===== config.mk =====
export PLATFORM = sky130hd
export DESIGN_NAME = pipe_stage_skid
export DESIGN_NICKNAME = d
export VERILOG_FILES = /design/src/rtl/pipe_stage_skid.sv
export SDC_FILE = /design/constraint.sdc
export NUM_CORES = 1
export LEC_CHECK = 0
export ABC_CLOCK_PERIOD_IN_PS = 1400
export BUFFER_PORTS_ARGS = -buffer_cell sky130_fd_sc_hd__buf_2
export CAP_MARGIN = 10
export CORE_AREA = 2 2 158 160
export DETAILED_ROUTE_END_ITERATION = 8
export DIE_AREA = 0 0 160 162
export HOLD_SLACK_MARGIN = 0.02
export PLACE_DENSITY = 0.64
export SKIP_CTS_REPAIR_TIMING = 1
export SYNTH_ARGS = -nofsm -noshare
export SYNTH_HDL_FRONTEND = slang
export SYNTH_SLANG_ARGS = --single-unit

===== constraint.sdc =====
create_clock -name clk_i -period 1.4 [get_ports clk_i]
set_clock_uncertainty 0.05 [all_clocks]
set_input_delay 0.28 -clock clk_i [delete_from_list [all_inputs] [get_ports clk_i]]
set_output_delay 0.28 -clock clk_i [all_outputs]
set_load 0.01 [all_outputs]

===== src/rtl/pipe_stage_skid.sv =====
// Pipeline stage register with valid/ready, flush and optional 2-entry skid; latency 1 cycle.
// Backpressure: SKID_EN=1 registers in_ready (deasserts only when skid slot is full); SKID_EN=0 passes out_ready through.
module pipe_stage_skid #(
  parameter int unsigned PAYLOAD_W      = 104,
  parameter bit          SKID_EN        = 1'b1,
  parameter bit          CLEAR_ON_FLUSH = 1'b1
) (
  input  logic                 clk_i,
  input  logic                 rst_i,
  input  logic                 flush_i,
  input  logic                 in_valid_i,
  output logic                 in_ready_o,
  input  logic [PAYLOAD_W-1:0] in_data_i,
  input  logic                 in_wen_i,
  output logic                 out_valid_o,
  input  logic                 out_ready_i,
  output logic [PAYLOAD_W-1:0] out_data_o,
  output logic                 out_wen_o,
  output logic [1:0]           occupancy_o
);

  typedef enum logic [1:0] {
    ST_EMPTY = 2'd0,
    ST_FULL  = 2'd1,
    ST_SKID  = 2'd2
  } state_e;

  state_e               state_q, state_d;
  logic [PAYLOAD_W-1:0] main_dat_q, main_dat_d;
  logic [PAYLOAD_W-1:0] skid_dat_q, skid_dat_d;
  logic                 main_wen_q, main_wen_d;
  logic                 skid_wen_q, skid_wen_d;
  logic                 push, pop;

  // State encoding doubles as the held-entry count.
  assign occupancy_o = state_q;
  assign out_valid_o = (state_q != ST_EMPTY);
  assign out_data_o  = main_dat_q;
  assign out_wen_o   = out_valid_o & main_wen_q;

  always_comb begin
    in_ready_o = 1'b0;
    if (SKID_EN) begin
      in_ready_o = !rst_i && (state_q != ST_SKID);
    end else begin
      in_ready_o = !rst_i && ((state_q == ST_EMPTY) || out_ready_i);
    end
  end

  assign push = in_valid_i & in_ready_o;
  assign pop  = out_valid_o & out_ready_i;

  always_comb begin
    state_d    = state_q;
    main_dat_d = main_dat_q;
    main_wen_d = main_wen_q;
    skid_dat_d = skid_dat_q;
    skid_wen_d = skid_wen_q;
    case (state_q)
      ST_EMPTY: begin
        if (push) begin
          main_dat_d = in_data_i;
          main_wen_d = in_wen_i;
          state_d    = ST_FULL;
        end
      end
      ST_FULL: begin
        if (push && pop) begin
          main_dat_d = in_data_i;
          main_wen_d = in_wen_i;
        end else if (push) begin
          // Only reachable with the skid slot present; without it in_ready follows out_ready.
          if (SKID_EN) begin
            skid_dat_d = in_data_i;
            skid_wen_d = in_wen_i;
            state_d    = ST_SKID;
          end
        end else if (pop) begin
          state_d = ST_EMPTY;
        end
      end
      ST_SKID: begin
        if (pop) begin
          main_dat_d = skid_dat_q;
          main_wen_d = skid_wen_q;
          state_d    = ST_FULL;
        end
      end
      default: state_d = ST_EMPTY;
    endcase
    if (flush_i) begin
      state_d = ST_EMPTY;
      if (CLEAR_ON_FLUSH) begin
        main_dat_d = '0;
        main_wen_d = 1'b0;
        skid_dat_d = '0;
        skid_wen_d = 1'b0;
      end
    end
  end

  always_ff @(posedge clk_i) begin
    if (rst_i) begin
      state_q    <= ST_EMPTY;
      main_dat_q <= '0;
      main_wen_q <= 1'b0;
      skid_dat_q <= '0;
      skid_wen_q <= 1'b0;
    end else begin
      state_q    <= state_d;
      main_dat_q <= main_dat_d;
      main_wen_q <= main_wen_d;
      skid_dat_q <= skid_dat_d;
      skid_wen_q <= skid_wen_d;
    end
  end

endmodule


==> impl_metrics.tcl <==
set metrics [dict create \
    hold_violations 1 \
    synth_edf_count 0 \
    grt_max_degree 74 \
    cts_root_buf "clkbuf_16" \
    io_pins 219 \
    dieArea_um2 25900 \
    antenna_found_initial 1 \
    postSynth.asyncResetShare 0 \
    cts_tree "built" \
    clockBufferDepth 3 \
    cts.sinks 212 \
    finalSetupTns_ns -41.61 \
    dr_total_vias 10600 \
    drtIter0Drc 1000 \
    tightest_slew_ns 0.543 \
    arrival_ns 1.46 \
    syn_nets 1114 \
    setup_ws_ns -0.389 \
    p_clk_frac 0.425 \
    seqCellArea_um2 4250 \
    pwr-share-comb 0.152 \
    diodes 0 \
    crit_required_ns 1.07 \
    avgSynthCellArea_um2 9.46 \
    powerDensity_nw_per_um2 891 \
    power_leakage_nw 6.59 \
    multi_input_area_um2 6500 \
    path_clk_slew_ns 0.06 \
    syn-cell-area_um2 9490 \
    synth.distinct_cells 28 \
    violations "negative hold slack, negative setup slack" \
    gp_congestion 0.774 \
    cp_slowest_cell "dfxtp_4" \
    p_int_mw 11.0 \
    p_total_mw 14.8 \
    crit_buf_inv 2 \
    status "complete, but fails checks" \
    startpoint_type "flip-flop" \
    grt_pass1_vias 8457 \
    drive_above_1_share 0.538 \
    hp-class "input port to flip-flop" \
    peakVddDrop_mv 0.810 \
    setup_viol 226 \
    netlist.area_leader.share 0.447 \
    cp-end-kind "output pin" \
    syn2layout_area_growth_pct 75.0 \
    viasPerCell 6.26 \
    clock.fmax_ghz 0.559 \
    synth_seq_cells 212 \
    path_common_cell "buf_6" \
    path_class "flip-flop to output pin" \
    drc 0 \
    switching_share 0.253 \
    antenna_left 0 \
    dp_cells 1477 \
    num-nets-final 1467 \
    dpl.hpwl_um 18600 \
    min_period_ns 1.79 \
    io_buffers 218 \
    grt-ovfl-total 0 \
    max-cap-violations 0 \
    seq_area_frac_synth 0.447 \
    die_x_um 160 \
    slew_headroom 0.638 \
    routedWlPerCell_um 24.7 \
    hold_ws_ns -0.00169 \
    die_h_um 162 \
    synthCells 1004 \
    num_rows 57 \
    fin_cells 1697 \
    core_um2 24100 \
    utilization 0.689 \
    synth_area_leader_cell "dfxtp_1" \
    post-place-ws_ns -0.187 \
    finalCritPeriodShare 1.28 \
    p_sw_mw 3.75 \
    pwr-share-seq 0.422 \
    grt_usage 0.217 \
    cts_max_level 1 \
    yosysMostFrequentCell "dfxtp_1" \
    slowest_delay_ns 0.36 \
    synth_common_cells "dfxtp_1 (212), a21oi_1 (106), mux2i_1 (106)" \
    rsz0062_at_grt "true" \
    yosys_warnings 0 \
    clock_latency_ns 0.51 \
    cts-buffers-inserted 24 \
    drt-pass1-iter-count 5 \
    crit_fanout 5 \
    path_cells "buf_6 > or2_4 > and2_4 > buf_6" \
    synth_flop_cell "dfxtp_1" \
    finalWirelength_um 41900 \
    slew_viol_final 0 \
    initial_core_util 0.394 \
    synthTopCellsByArea "dfxtp_1 (45%), mux2i_1 (11%), a311oi_1 (9.7%)" \
    cpLargestDelayFamily "simple AND/OR/NAND/NOR gates" \
    grt_pass1_wl_um 46700 \
    fill_cells 1649 \
]
metal layers:
metal,up-vias,track usage,share of wire
met2,613,0.351,0.47
met5,-,0,0.00031
met3,160,0.0465,0.076
met4,2,0.0639,0.046
li1,4626,-,-
met1,5219,0.294,0.41
metrics by stage:
step	hold slack (ns)	cell area, um^2
global placement	0.405	11600
detailed placement	0.411	11600
CTS	-0.0213	12400
floorplan	0.391	9760
finish	-0.00169	16600
global route	0.0189	16600
flip-flops by register name, summed over array words and instances, names as in the netlist:
signal / flops
skid_dat_q: 104
skid_wen_q: 1
occupancy_o: 2
out_data_o: 104
main_wen_q: 1
area by class of cell:
| type | count | area share |
|---|---|---|
| Clock buffer | 39 | 0.0444 |
| Clock inverter | 3 | 0.00241 |
| Inverter | 1 | 0.000979 |
| Multi-Input combinational cell | 651 | 0.391 |
| Sequential cell | 212 | 0.256 |
| Tap cell | 324 | 0.0244 |
| Timing Repair Buffer | 467 | 0.281 |
power by group through the flow:
stage / clock (mW) / sequential [mW] / combinational [mW]
CTS: 6.31 / 6.22 / 1.35
detailed placement: 0 / 6.35 / 1.35
floorplan: 0 / 6.39 / 0.728
global route: 6.61 / 6.26 / 2.35
global placement: 0 / 6.35 / 1.34
finish: 6.30 / 6.25 / 2.25
cells in the final DEF (no fill, tap or decap), types with 14 or more instances in the layout:
cell type,count
nand3_2,39
a21oi_1,58
buf_8,15
a21oi_2,48
clkbuf_16,63
dlygate4sd3_1,90
a311oi_4,19
buf_6,19
a311oi_2,80
nand3_1,55
mux2i_1,90
buf_4,47
buf_12,35
o21ai_0,105
a211oi_2,95
mux2i_2,14
dfxtp_1,210
buf_2,214
final timing paths:
check                      start             end  slack (ns)  cells past startpoint
setup reg to reg  occupancy_o[0]   skid_dat_q[6]       -0.31                      8
hold reg to reg   skid_dat_q[14]  skid_dat_q[14]        0.42                      2
hold / removal     in_data_i[56]  skid_dat_q[56]      -0.002                      3
setup / recovery  occupancy_o[0]       out_wen_o       -0.39                      4
logic make-up (layout without fill, tap and decap cells):
family	Yosys count	in the layout	share of synthesized area
compound gates	424	426	0.310
buf+inv	143	510	0.0660
flops	212	212	0.447
mux	106	106	0.112
simple gates	119	119	0.0652
worst register-to-register path, stage by stage (launching register included):
cell	delay [ns]
dfxtp_4	0.37
buf_6	0.10
buf_4	0.12
nor4bb_4	0.22
buf_6	0.20
clkbuf_16	0.17
buf_8	0.14
nand3_2	0.10
a21oi_2	0.16
Note: power is estimated with default switching activity, not from simulation.
